--- config.mk ---
export PLATFORM = sky130hd
export DESIGN_NAME = rx_stats_counter_flat
export DESIGN_NICKNAME = d
export VERILOG_FILES = /design/src/rtl/rx_stats_counter_pkg.sv /design/src/rtl/rx_stats_counter_if.sv /design/src/rtl/rx_stats_counter_byte_lane_count.sv /design/src/rtl/rx_stats_counter.sv /design/src/flat_wrapper.sv
export SDC_FILE = /design/constraint.sdc
export NUM_CORES = 1
export LEC_CHECK = 0
export CORE_MARGIN = 2
export CORE_UTILIZATION = 57
export DETAILED_ROUTE_END_ITERATION = 8
export PLACE_DENSITY = 0.8
export SYNTH_ARGS = -nofsm -noshare
export SYNTH_HDL_FRONTEND = slang
export SYNTH_SLANG_ARGS = --single-unit
--- constraint.sdc ---
create_clock -name clk -period 11.4 [get_ports clk]
set_input_delay 2.85 -clock clk [delete_from_list [all_inputs] [get_ports clk]]
set_output_delay 2.85 -clock clk [all_outputs]
set_load 0.05 [all_outputs]
--- src/rtl/rx_stats_counter_pkg.sv ---
// Shared constants for the MAC receive statistics block: FSM encodings and
// the legal snapshot-period window.
package rx_stats_counter_pkg;

    localparam logic [0:0] ST_IDLE     = 1'b0;
    localparam logic [0:0] ST_IN_FRAME = 1'b1;

    // The downstream sampler needs each snapshot held for at least 16 cycles.
    localparam int SNAP_PERIOD_MIN = 16;
    localparam int SNAP_PERIOD_MAX = 65535;

endpackage

--- src/rtl/rx_stats_counter_if.sv ---
// Receive-side beat/marker inputs and held snapshot outputs of rx_stats_counter.
interface rx_stats_counter_if #(
    parameter int W = 32
);
    logic [7:0]   rx_data_valid;
    logic         rx_good_frame;
    logic         rx_bad_frame;
    logic         clr;
    logic [W-1:0] good_frames_out;
    logic [W-1:0] bad_frames_out;
    logic [W-1:0] good_bytes_out;
    logic         snap_stb;

    modport master (
        output rx_data_valid, rx_good_frame, rx_bad_frame, clr,
        input  good_frames_out, bad_frames_out, good_bytes_out, snap_stb
    );

    modport slave (
        input  rx_data_valid, rx_good_frame, rx_bad_frame, clr,
        output good_frames_out, bad_frames_out, good_bytes_out, snap_stb
    );
endinterface

--- src/rtl/rx_stats_counter_byte_lane_count.sv ---
// Number of valid byte lanes in one 64-bit MAC beat; any lane pattern allowed.
module byte_lane_count (
    input  logic [7:0] i_lanes,
    output logic [3:0] o_count
);
    always_comb begin
        o_count = 4'd0;
        for (int i = 0; i < 8; i++) begin
            o_count = o_count + {3'b000, i_lanes[i]};
        end
    end
endmodule

--- src/rtl/rx_stats_counter.sv ---
// Good/bad frame and good-byte counters for the 10G MAC receive path, published
// as snapshots held for SNAP_PERIOD cycles for a downstream periodic CDC sampler.
module rx_stats_counter
    import rx_stats_counter_pkg::*;
#(
    parameter int W           = 32,
    parameter int SNAP_PERIOD = 64,
    parameter int LEN_W       = 16
) (
    input  logic              clk,
    input  logic              rst,
    rx_stats_counter_if.slave bus
);
    localparam int              PW          = $clog2(SNAP_PERIOD);
    localparam logic [PW-1:0]   PERIOD_LAST = PW'(SNAP_PERIOD - 1);

    generate
        if (SNAP_PERIOD < SNAP_PERIOD_MIN || SNAP_PERIOD > SNAP_PERIOD_MAX) begin : g_bad_period
            $error("rx_stats_counter: SNAP_PERIOD outside 16..65535");
        end
        if (LEN_W < 4) begin : g_bad_len
            $error("rx_stats_counter: LEN_W must hold at least one full beat");
        end
    endgenerate

    logic [0:0]       r_state;
    logic [LEN_W-1:0] r_acc;
    logic [W-1:0]     r_good_frames;
    logic [W-1:0]     r_bad_frames;
    logic [W-1:0]     r_good_bytes;
    logic [PW-1:0]    r_period;
    logic [W-1:0]     r_snap_good_frames;
    logic [W-1:0]     r_snap_bad_frames;
    logic [W-1:0]     r_snap_good_bytes;
    logic             r_snap_stb;

    logic [3:0]       w_lane_bytes;
    logic [LEN_W-1:0] w_acc_base;
    logic [LEN_W:0]   w_acc_sum;
    logic [LEN_W-1:0] w_acc_next;
    logic [W-1:0]     w_frame_bytes;
    logic             w_end;
    logic             w_commit_good;
    logic             w_terminal;
    logic [0:0]       w_state_next;

    byte_lane_count u_lane_count (
        .i_lanes (bus.rx_data_valid),
        .o_count (w_lane_bytes)
    );

    // A marker seen in IDLE counts only the bytes of its own beat.
    assign w_acc_base    = (r_state == ST_IN_FRAME) ? r_acc : '0;
    assign w_acc_sum     = {1'b0, w_acc_base} + (LEN_W + 1)'(w_lane_bytes);
    assign w_acc_next    = w_acc_sum[LEN_W] ? '1 : w_acc_sum[LEN_W-1:0];
    assign w_frame_bytes = W'(w_acc_next);

    // Both markers together are treated as a bad frame.
    assign w_end         = bus.rx_good_frame | bus.rx_bad_frame;
    assign w_commit_good = bus.rx_good_frame & ~bus.rx_bad_frame;
    assign w_terminal    = (r_period == PERIOD_LAST);

    always_comb begin
        w_state_next = r_state;
        if (w_end) begin
            w_state_next = ST_IDLE;
        end else if (|bus.rx_data_valid) begin
            w_state_next = ST_IN_FRAME;
        end
    end

    always_ff @(posedge clk or posedge rst) begin
        if (rst) begin
            r_state            <= ST_IDLE;
            r_acc              <= '0;
            r_good_frames      <= '0;
            r_bad_frames       <= '0;
            r_good_bytes       <= '0;
            r_period           <= '0;
            r_snap_good_frames <= '0;
            r_snap_bad_frames  <= '0;
            r_snap_good_bytes  <= '0;
            r_snap_stb         <= 1'b0;
        end else begin
            r_period   <= w_terminal ? '0 : r_period + PW'(1);
            r_snap_stb <= w_terminal;
            // Snapshot takes the live values as they stood before this cycle's commit.
            if (w_terminal) begin
                r_snap_good_frames <= r_good_frames;
                r_snap_bad_frames  <= r_bad_frames;
                r_snap_good_bytes  <= r_good_bytes;
            end

            if (bus.clr) begin
                r_state       <= ST_IDLE;
                r_acc         <= '0;
                r_good_frames <= '0;
                r_bad_frames  <= '0;
                r_good_bytes  <= '0;
            end else begin
                r_state <= w_state_next;
                r_acc   <= w_end ? '0 : w_acc_next;
                if (w_end) begin
                    if (w_commit_good) begin
                        r_good_frames <= r_good_frames + W'(1);
                        r_good_bytes  <= r_good_bytes + w_frame_bytes;
                    end else begin
                        r_bad_frames  <= r_bad_frames + W'(1);
                    end
                end
            end
        end
    end

    assign bus.good_frames_out = r_snap_good_frames;
    assign bus.bad_frames_out  = r_snap_bad_frames;
    assign bus.good_bytes_out  = r_snap_good_bytes;
    assign bus.snap_stb        = r_snap_stb;

endmodule

--- src/flat_wrapper.sv ---
// flat-port wrapper written by rule: the top's interface ports become plain ports
module rx_stats_counter_flat import rx_stats_counter_pkg::*;
#(
    parameter int W           = 32,
    parameter int SNAP_PERIOD = 64,
    parameter int LEN_W       = 16
)
  (clk, rst, bus_rx_data_valid, bus_rx_good_frame, bus_rx_bad_frame, bus_clr, bus_good_frames_out, bus_bad_frames_out, bus_good_bytes_out, bus_snap_stb);
  rx_stats_counter_if #(.W(W)) bus_i ();
  input  logic clk;
  input  logic rst;
  input wire logic [$bits(bus_i.rx_data_valid)-1:0] bus_rx_data_valid;
  input wire logic [$bits(bus_i.rx_good_frame)-1:0] bus_rx_good_frame;
  input wire logic [$bits(bus_i.rx_bad_frame)-1:0] bus_rx_bad_frame;
  input wire logic [$bits(bus_i.clr)-1:0] bus_clr;
  output wire logic [$bits(bus_i.good_frames_out)-1:0] bus_good_frames_out;
  output wire logic [$bits(bus_i.bad_frames_out)-1:0] bus_bad_frames_out;
  output wire logic [$bits(bus_i.good_bytes_out)-1:0] bus_good_bytes_out;
  output wire logic [$bits(bus_i.snap_stb)-1:0] bus_snap_stb;
  assign bus_i.rx_data_valid = bus_rx_data_valid;
  assign bus_i.rx_good_frame = bus_rx_good_frame;
  assign bus_i.rx_bad_frame = bus_rx_bad_frame;
  assign bus_i.clr = bus_clr;
  assign bus_good_frames_out = bus_i.good_frames_out;
  assign bus_bad_frames_out = bus_i.bad_frames_out;
  assign bus_good_bytes_out = bus_i.good_bytes_out;
  assign bus_snap_stb = bus_i.snap_stb;
  rx_stats_counter #(.W(W), .SNAP_PERIOD(SNAP_PERIOD), .LEN_W(LEN_W)) u_core (.clk(clk), .rst(rst), .bus(bus_i));
endmodule
; ---- Yosys cells after proc, flatten, opt, wreduce, memory -nomap -nowiden
; Index checks and enable logic that the tools add are counted.
[op_classes]
eq_ne = 2
mux = 17
bitwise_logic = 3
reduce_logical = 6
add_sub_neg = 12
[op_table]
columns = cell, count
row1 = $mux W32, 9
row2 = $add A32 B1 Y32 const B, 2
row3 = $mux W16, 4
row4 = $add A32 B16 Y32, 1
row5 = $add A16 B4 Y17, 1
row6 = $add A4 B1 Y4, 4
row7 = $reduce_or A8 Y1, 1
row8 = $add A6 B1 Y6 const B, 1
row9 = $eq A6 B6 Y1 const B, 1
row10 = $mux W6, 1
row11 = $add A3 B1 Y4, 1
row12 = $reduce_and A2 Y1, 2
row13 = $reduce_bool A2 Y1, 2
row14 = $add A2 B1 Y3, 1
row15 = $mux W1, 3
row16 = $reduce_bool A3 Y1, 1
row17 = $add A1 B1 Y2, 1
row18 = $ne A2 B2 Y1 const B, 1
row19 = $and A1 B1 Y1, 1
row20 = $not A1 Y1, 1
row21 = $or A1 B1 Y1, 1
[word_totals]
input_bits = 13
reg_bits = 216
elab_cells = 50
output_inout_bits = 97

; ---- Logic depth before layout (Yosys ltp)
; Gate-level depths: netlist (run 1).
[logic_depth]
word_depth = 13
mapped_depth = 23

; ---- By module
; Synthesis (run 1) repeated with hierarchy kept, for this count alone.
[hier_totals]
cells_unflattened = 986
area_unflattened_um2 = 10598.9
[modules_own_cells]
columns = mod, cells_each, seq_area_each_um2, area_each_um2, instances
row1 = rx_stats_counter, 962, 5405.2, 10408.7, 1
row2 = byte_lane_count, 24, 0.0, 190.2, 1

; ---- Worst setup path after synthesis (run 1)
; No wires, ideal clock.
[synth_path]
path_type = in2reg
start = input port bus_rx_data_valid[0]
end = register u_core.r_good_bytes[22]
stages = 21
required_time_ns = 11.275
t_arrival_ns = 8.004
slack_ns = 3.271
cell_sequence = fa_1 -> inv_1 -> fa_1 -> fa_1 -> fa_1 -> inv_1 -> fa_1 -> a21o_1 -> a21o_1 -> and3_1 -> nand2_1 -> clkbuf_1 -> nand2_1 -> ha_1 -> a21oi_1 -> a211oi_1 -> o211ai_1 -> and3_1 -> clkbuf_1 -> nor4b_1 -> mux2_2
[synth_via]
elab_chain_cells = 13
[synth_rtl]
columns = item, line
row1 = from (decl), flat_wrapper.sv:12  ; input wire logic [$bits(bus_i.rx_data_valid)-1:0] bus_rx_data_valid;
row2 = $add A1 B1 Y2, rx_stats_counter_byte_lane_count.sv:9  ; o_count = o_count + {3'b000, i_lanes[i]};
row3 = $add A2 B1 Y3, rx_stats_counter_byte_lane_count.sv:9
row4 = $add A3 B1 Y4, rx_stats_counter_byte_lane_count.sv:9
row5 = $add A4 B1 Y4 (4 in a row), rx_stats_counter_byte_lane_count.sv:9
row6 = $add A16 B4 Y17, rx_stats_counter.sv:54  ; assign w_acc_sum = {1'b0, w_acc_base} + (LEN_W + 1)'(w_lane_bytes);
row7 = $mux W16, rx_stats_counter.sv:55  ; assign w_acc_next = w_acc_sum[LEN_W] ? '1 : w_acc_sum[LEN_W-1:0];
row8 = $add A32 B16 Y32, rx_stats_counter.sv:106  ; r_good_bytes <= r_good_bytes + w_frame_bytes;
row9 = $mux W32, rx_stats_counter.sv:104  ; if (w_commit_good) begin
row10 = $mux W32, rx_stats_counter.sv:103  ; if (w_end) begin
row11 = $mux W32, rx_stats_counter.sv:94  ; if (bus.clr) begin
row12 = to (signal assigned), rx_stats_counter.sv:106
row13 = to (decl), rx_stats_counter.sv:30  ; logic [W-1:0] r_good_bytes;
; No other way between the ends. The select of a mux whose other input is x is not followed.
; A chain may end at the register's enable or synchronous reset.

; ---- Worst setup path after layout (run 1)
[layout_path]
start = input port bus_rx_data_valid[0]
end = register u_core.r_good_bytes[27]
; The elaborated chain is that of the path after synthesis.

==> run summary, run 1 <==
endpoints failing setup - 0
buffers added on ports - 109
vias post-DR - 7518
clock root cell - sky130_fd_sc_hd__clkbuf_16
Primary FF master, synth - sky130_fd_sc_hd__dfrtp_1
origin of the worst min-delay path - u_core.r_period[4]
Skew-Pair Late Insertion Delay - 510 ps
distinct cell type count of the synthesized netlist - 52
starting density of the core - 0.582
Worst Setup SP - bus_rx_data_valid[0]
areal power density over the cells - 130 mW/mm2
Async SR Flop Fraction - 1.00
gr ovfl total - 0
vias in the first global route - 7347
Total Negative Setup Slacks - 0 ps
DR DRC count - 0
Worst Path Arrival - 8910 ps
Post-CTS Resized - 0
count of antenna-violating nets left after detailed routing - 0
switch share - 0.224
highest clock rate - 117 MHz
total I/O pin count - 110
1st-pass router iterations - 4
max-slew violation count - 0
reported max-cap violation count - 0
core area - 0.0180 mm2
Post-DP HPWL - 14200 um
total number of nets in the final design - 1115
hold crit path type - flip-flop to flip-flop
critical path class - input pin to flip-flop
average footprint of a synthesized cell - 10.9 um2
result of the run - finished clean
share of the synthesized netlist area taken by xor and xnor gates - 0.0584
final-report hold violation count - 0
Int Pwr - 1.27 mW
setup repair after global routing missed its margin - false
count of yosys warnings during synthesis - 0
most common library cell in the layout ignoring fill and taps - sky130_fd_sc_hd__dfrtp_1
Static Leak - 5.81 nW
sum of routed wire length over all layers - 21700 um
initial antenna violation count - 0
wire length of the first global-routing pass - 36300 um
clock-pin slew of the registers on the worst-case setup and hold paths - 60 ps
level count of the clock H-tree - 1
count of buffers added by post-CTS timing repair for setup - 0
register bit total from synthesis - 216
total power draw - 1.64 mW
Switch Pwr - 367 uW
Startpoint Class - input pin
antenna cells - 0
clock tree from TritonCTS - done
number of cells produced by synthesis - 965
VDD IR-drop max - 0.000125 V
main combinational cell family by area after synthesis - simple AND/OR/NAND/NOR gates
Die X - 140 um
Sequential Power Share - 0.474
Vias/cell - 5.73
top library cells by usage in the layout, fill and taps aside - sky130_fd_sc_hd__dfrtp_1 (216), sky130_fd_sc_hd__mux2_2 (108), sky130_fd_sc_hd__clkdlybuf4s50_1 (108)
violation count after the first detailed-routing iteration - 494
Filler cells - 1345
required time of the critical path - 11790 ps
Post-Synth Simple-Gate Area - 0.160
Sinks on Clock Net - 216
Site Rows - 49
area occupied by multi-input gates - 0.00486 mm2
final critical delay including setup and external delays - 8510 ps
part of the total power dissipated in the clock network - 0.476
CP max FO - 18
hold_buf cts - 0
final clock skew - 12.3 ps
Core Util, Final - 0.698
part of the Yosys area used for sequential elements - 0.515
Synth Area in Compound Gates - 0.0781
Final Wtd Congestion - 0.906
post-synthesis mux area share - 0.118
combinational group share of total power - 0.051
Die Footprint - 0.0195 mm2
Post-synth EDFFs - 0
largest net degree at the start of global routing - 137
die span in y - 140 um
leading cell types by total area after synthesis - sky130_fd_sc_hd__dfrtp_1 (52%), sky130_fd_sc_hd__mux2_2 (12%), sky130_fd_sc_hd__xor2_1 (3.6%)
Synth Cell Area - 0.0105 mm2
sort of element at the end of the critical path - flip-flop
cell type contributing the most total cell area after synthesis - sky130_fd_sc_hd__dfrtp_1
area fraction of the dominant cell type after synthesis - 0.515
normalized max-slew margin - 0.303
CTS buffer count - 24
actual slew at the worst max-slew pin - 1040 ps
worst-case clock buffer depth - 3
share of layout cells above drive strength 1 - 0.153
total area of sequential cells - 0.00541 mm2
overall routing resource usage - 0.219
routed wire length per instance - 16.5 um
area growth from synthesis to layout - 19.9%
Adder-Cell Fraction of Synth Area - 0.0472
number of nets produced by synthesis - 1014
fin crit share - 0.747
worst flop-to-flop path startpoint - u_core.r_state
==> worst max-delay path, stage by stage <==
cell,delay (ps)
sky130_fd_sc_hd__clkdlybuf4s50_1,450
sky130_fd_sc_hd__fa_1,560
sky130_fd_sc_hd__inv_1,60
sky130_fd_sc_hd__fa_1,470
sky130_fd_sc_hd__fa_1,510
sky130_fd_sc_hd__fa_1,190
sky130_fd_sc_hd__inv_1,50
sky130_fd_sc_hd__fa_1,390
sky130_fd_sc_hd__a21o_1,190
sky130_fd_sc_hd__a21o_1,230
sky130_fd_sc_hd__and3_1,200
sky130_fd_sc_hd__nand2_1,390
sky130_fd_sc_hd__and4_1,290
sky130_fd_sc_hd__nor2_1,50
sky130_fd_sc_hd__ha_1,370
sky130_fd_sc_hd__and3_1,240
sky130_fd_sc_hd__nand2_1,90
sky130_fd_sc_hd__a211oi_1,360
sky130_fd_sc_hd__o2111ai_1,370
sky130_fd_sc_hd__a21oi_1,250
sky130_fd_sc_hd__mux2_2,350
==> synth_stat cells, types with 2 or more instances <==
| library cell | number |
|---|---|
| sky130_fd_sc_hd__nand4b_1 | 3 |
| sky130_fd_sc_hd__o21a_1 | 4 |
| sky130_fd_sc_hd__o31ai_1 | 6 |
| sky130_fd_sc_hd__buf_2 | 4 |
| sky130_fd_sc_hd__nor2b_1 | 15 |
| sky130_fd_sc_hd__nand2_1 | 87 |
| sky130_fd_sc_hd__nand3_1 | 32 |
| sky130_fd_sc_hd__nor4_1 | 7 |
| sky130_fd_sc_hd__o211ai_1 | 5 |
| sky130_fd_sc_hd__a211oi_1 | 6 |
| sky130_fd_sc_hd__o2111ai_1 | 4 |
| sky130_fd_sc_hd__mux2i_1 | 2 |
| sky130_fd_sc_hd__or3_1 | 12 |
| sky130_fd_sc_hd__nand2b_1 | 3 |
| sky130_fd_sc_hd__buf_1 | 6 |
| sky130_fd_sc_hd__or2_2 | 4 |
| sky130_fd_sc_hd__mux2_2 | 108 |
| sky130_fd_sc_hd__nand3b_1 | 7 |
| sky130_fd_sc_hd__a21o_1 | 12 |
| sky130_fd_sc_hd__nor2_1 | 88 |
| sky130_fd_sc_hd__dfrtp_1 | 216 |
| sky130_fd_sc_hd__and2_1 | 9 |
| sky130_fd_sc_hd__a31oi_1 | 8 |
| sky130_fd_sc_hd__ha_1 | 30 |
| sky130_fd_sc_hd__inv_1 | 23 |
| sky130_fd_sc_hd__a21oi_1 | 63 |
| sky130_fd_sc_hd__fa_1 | 6 |
| sky130_fd_sc_hd__xor2_1 | 43 |
| sky130_fd_sc_hd__xnor2_1 | 27 |
| sky130_fd_sc_hd__nor4b_1 | 2 |
| sky130_fd_sc_hd__clkbuf_1 | 29 |
| sky130_fd_sc_hd__o21ai_0 | 18 |
| sky130_fd_sc_hd__and4_1 | 13 |
| sky130_fd_sc_hd__or4_1 | 4 |
| sky130_fd_sc_hd__nand4_1 | 18 |
| sky130_fd_sc_hd__and3_1 | 17 |
| sky130_fd_sc_hd__nor3_1 | 9 |
==> cells by family (layout without fill, tap and decap cells) <==
| group | after synthesis | in the layout |
|---|---|---|
| multiplexers | 110 | 110 |
| buffers and inverters | 63 | 182 |
| flip-flops | 216 | 216 |
| AND/OR/NAND/NOR | 335 | 335 |
| adder cells (fa/ha/maj) | 36 | 36 |
| AO/OA/AOI/OAI | 135 | 135 |
| XOR/XNOR | 70 | 70 |
==> per-stage QoR <==
stage | hold slack (ps) | cell area [um2] | setup slack [ps] | instances
finish | 484 | 12600 | 2890 | 1313
global route | 500 | 12600 | 2440 | 1313
CTS | 481 | 12600 | 2910 | 1313
detailed placement | 469 | 11800 | 2340 | 1269
global placement | 460 | 11800 | 2500 | 1269
floorplan | 444 | 10500 | 2640 | 965
==> power by group through the flow <==
stage	registers, mW	logic, mW	clock network [mW]
after detailed placement	0.789	0.0834	0
after global placement	0.789	0.0806	0
final	0.776	0.0831	0.779
after floorplan	0.788	0.0604	0
after CTS	0.775	0.0847	0.796
after global routing	0.776	0.0961	0.828
==> path summary, 6_finish.rpt <==
path                       cells after the start                             end  slack (ps)
setup / recovery                              21         u_core.r_good_bytes[27]        2890
hold / removal                                 1              u_core.r_period[4]         480
setup reg to reg                              19         u_core.r_good_bytes[27]        5320
hold reg to reg                                1              u_core.r_period[4]         480
max in group asynchronous                      3         u_core.r_bad_frames[13]        6910
min in group asynchronous                      2  u_core.bus.good_frames_out[29]        2940
==> final cells by class <==
cell class	count	share of cell area
flip-flops and latches	216	0.430
multi-input cells	686	0.386
repair buffers	114	0.0895
clock buffers	31	0.0547
well taps	229	0.0228
clock inverters	13	0.00974
inverters	24	0.00776
==> state kept, by name, indices dropped and copies added, names as in the netlist, 6 cells and up <==
| register | cells |
|---|---|
| u_core.bus.good_frames_out | 32 |
| u_core.r_good_frames | 32 |
| u_core.bus.good_bytes_out | 32 |
| u_core.r_good_bytes | 32 |
| u_core.r_acc | 16 |
| u_core.bus.bad_frames_out | 32 |
| u_core.r_period | 6 |
| u_core.r_bad_frames | 32 |
==> layer usage <==
| layer | track usage | wire [um] |
|---|---|---|
| met1 | 0.316 | 10100 |
| met2 | 0.348 | 10000 |
| met3 | 0.0458 | 1210 |
| met4 | 0.0474 | 340 |
| met5 | 0 | 0 |
Note: power is estimated with default switching activity, not from simulation.
==> run 2, diff against run 1 <==
--- a/config.mk
+++ b/config.mk
@@ -6,9 +6,9 @@
 export NUM_CORES = 1
 export LEC_CHECK = 0
 export CORE_MARGIN = 2
-export CORE_UTILIZATION = 57
+export CORE_UTILIZATION = 52
 export DETAILED_ROUTE_END_ITERATION = 8
-export PLACE_DENSITY = 0.8
+export PLACE_DENSITY = 0.77
 export SYNTH_ARGS = -nofsm -noshare
 export SYNTH_HDL_FRONTEND = slang
 export SYNTH_SLANG_ARGS = --single-unit
==> constraint.sdc (replaced) <==
create_clock -name clk -period 6.8 [get_ports clk]
set_input_delay 1.7 -clock clk [delete_from_list [all_inputs] [get_ports clk]]
set_output_delay 1.7 -clock clk [all_outputs]
set_load 0.05 [all_outputs]
==> run 2 against run 1 <==
  * Setup slack worse by 2500 ps
  * Via count is 2.3% higher
  * Clock skew is 0.97 ps higher
  * Wire length is 5.2% higher
  * Sequential power is 68% higher
  * Final area is 4.7% higher
  * Non-clock buffer count is 54 higher
  * Critical path depth stayed put
  * Die area is 9.3% higher
  * Utilization is 2.8 points lower
  * Power is 65% higher
  * Hold slack worse by 2.3 ps
  * Critical path type unchanged
  * Highest routed layer unchanged
==> run summary, run 2 (same netlist as run 1, synthesis figures left out) <==
result of the run - finished clean
normalized max-slew margin - 0.284
area growth from synthesis to layout - 25.6%
sum of routed wire length over all layers - 22800 um
CTS buffer count - 23
Vias/cell - 5.50
most common library cell in the layout ignoring fill and taps - sky130_fd_sc_hd__dfrtp_1
number of cells traversed by the worst hold path - 1
buffers added on ports - 109
vias post-DR - 7688
Worst Reg-to-Reg Cells - 19
final-report hold violation count - 0
total I/O pin count - 110
final critical delay including setup and external delays - 6440 ps
slack of the worst reg-to-reg path - 1330 ps
final clock skew - 13.2 ps
Startpoint Class - input pin
sort of element at the end of the critical path - flip-flop
end point of the most critical hold path - u_core.r_period[4]
critical path class - input pin to flip-flop
Static Leak - 6.07 nW
die span in y - 146 um
highest clock rate - 155 MHz
wire length of the first global-routing pass - 37600 um
reported max-cap violation count - 0
count of antenna-violating nets left after detailed routing - 0
Die X - 146 um
worst flop-to-flop path startpoint - u_core.r_state
post-layout instance area - 0.0132 mm2
total power draw - 2.71 mW
Die Footprint - 0.0213 mm2
Site Rows - 51
total number of nets in the final design - 1169
origin of the worst min-delay path - u_core.r_period[4]
worst-case clock buffer depth - 3
clock-pin slew of the registers on the worst-case setup and hold paths - 60 ps
Post-DP HPWL - 15100 um
Worst Path Arrival - 6840 ps
core area - 0.0197 mm2
top library cells by usage in the layout, fill and taps aside - sky130_fd_sc_hd__dfrtp_1 (216), sky130_fd_sc_hd__mux2_2 (108), sky130_fd_sc_hd__clkdlybuf4s50_1 (105)
level count of the clock H-tree - 1
initial antenna violation count - 0
CP max FO - 6
hold_buf cts - 0
actual slew at the worst max-slew pin - 1070 ps
1st-pass router iterations - 6
share of layout cells above drive strength 1 - 0.218
total placed cells including tap cells - 1357
fin crit share - 0.948
antenna cells - 0
required time of the critical path - 7200 ps
count of non-filler cells in the finished layout - 1398
DP Area - 0.0122 mm2
endpoints failing setup - 0
clock tree from TritonCTS - done
violation count after the first detailed-routing iteration - 411
starting density of the core - 0.534
hold slack - 482 ps
gr ovfl total - 0
clock root cell - sky130_fd_sc_hd__clkbuf_16
areal power density over the cells - 206 mW/mm2
largest net degree at the start of global routing - 184
DR DRC count - 0
setup repair after global routing missed its margin - false
Final Wtd Congestion - 0.862
hold crit path type - flip-flop to flip-flop
worst r2r dst - u_core.r_good_bytes[27]
overall routing resource usage - 0.211
vias in the first global route - 7575
VDD IR-drop max - 0.000151 V
max-slew violation count - 0
Sinks on Clock Net - 216
Skew-Pair Late Insertion Delay - 520 ps
routed wire length per instance - 16.3 um
-- run 2: worst max-delay path: stages --
cell                             delay, ps
sky130_fd_sc_hd__dlymetal6s2s_1        160
sky130_fd_sc_hd__fa_1                  550
sky130_fd_sc_hd__inv_1                  60
sky130_fd_sc_hd__fa_1                  500
sky130_fd_sc_hd__fa_1                  540
sky130_fd_sc_hd__fa_2                  200
sky130_fd_sc_hd__inv_1                  50
sky130_fd_sc_hd__fa_2                  330
sky130_fd_sc_hd__a21o_1                200
sky130_fd_sc_hd__a21o_1                200
sky130_fd_sc_hd__and3_4                200
sky130_fd_sc_hd__nand2_4               110
sky130_fd_sc_hd__and4_4                230
sky130_fd_sc_hd__nor2_1                 50
sky130_fd_sc_hd__ha_1                  300
sky130_fd_sc_hd__and3_4                190
sky130_fd_sc_hd__nand2_1                70
sky130_fd_sc_hd__o211ai_1              360
sky130_fd_sc_hd__o2111ai_2             290
sky130_fd_sc_hd__a21oi_1               210
sky130_fd_sc_hd__mux2_2                340
-- run 2: routing by layer --
layer  vias up  wire, um  global-route usage
li1       3723         -                   -
met1      3791     10500               0.288
met2       140     10800               0.348
met3        34      1130              0.0397
met4         0       454              0.0553
met5         -         0                   0
-- run 2: per-stage QoR --
step                worst slack, ps  setup TNS (ps)   util
floorplan                      76.3               0      -
global placement               -452           -6780  0.622
detailed placement             -566           -9320  0.622
CTS                            7.91               0  0.660
global route                    147               0  0.670
finish                          357               0  0.670
-- run 2: how the worst max path moves through the flow --
stage | from | endpoint | slack (ps) | cells past startpoint
CTS | bus_rx_data_valid[0] | u_core.r_good_bytes[24] | 8 | 22
detailed placement | bus_rx_data_valid[0] | u_core.r_good_bytes[24] | -570 | 22
global placement | bus_rx_data_valid[0] | u_core.r_good_bytes[29] | -450 | 22
global route | bus_rx_data_valid[0] | u_core.r_good_bytes[27] | 150 | 21
floorplan | bus_rx_data_valid[0] | u_core.r_good_bytes[26] | 80 | 22
finish | bus_rx_data_valid[0] | u_core.r_good_bytes[27] | 360 | 21
-- run 2: timing repair --
| item | CTS | global route |
|---|---|---|
| resized for setup | 1 | 38 |
| setup buffers | 0 | 2 |
| endpoints found under the setup margin | 8 | 16 |
| cloned | 0 | 1 |
| pin swaps | 0 | 19 |
| hold endpoints to repair | 0 | 0 |
-- run 2: report_power, final --
group | internal (mW) | switching [mW]
sequential | 1.29 | 0.00850
combinational | 0.0671 | 0.0962
clock | 0.746 | 0.501
total | 2.10 | 0.605
-- run 2: cell type report --
cell class	instances	area [um2]
Timing Repair Buffer	168	1550
Fill cell	1545	6480
Multi-Input combinational cell	687	5050
Tap cell	265	332
Clock buffer	30	652
Sequential cell	216	5410
Inverter	24	93.8
Clock inverter	8	93.8
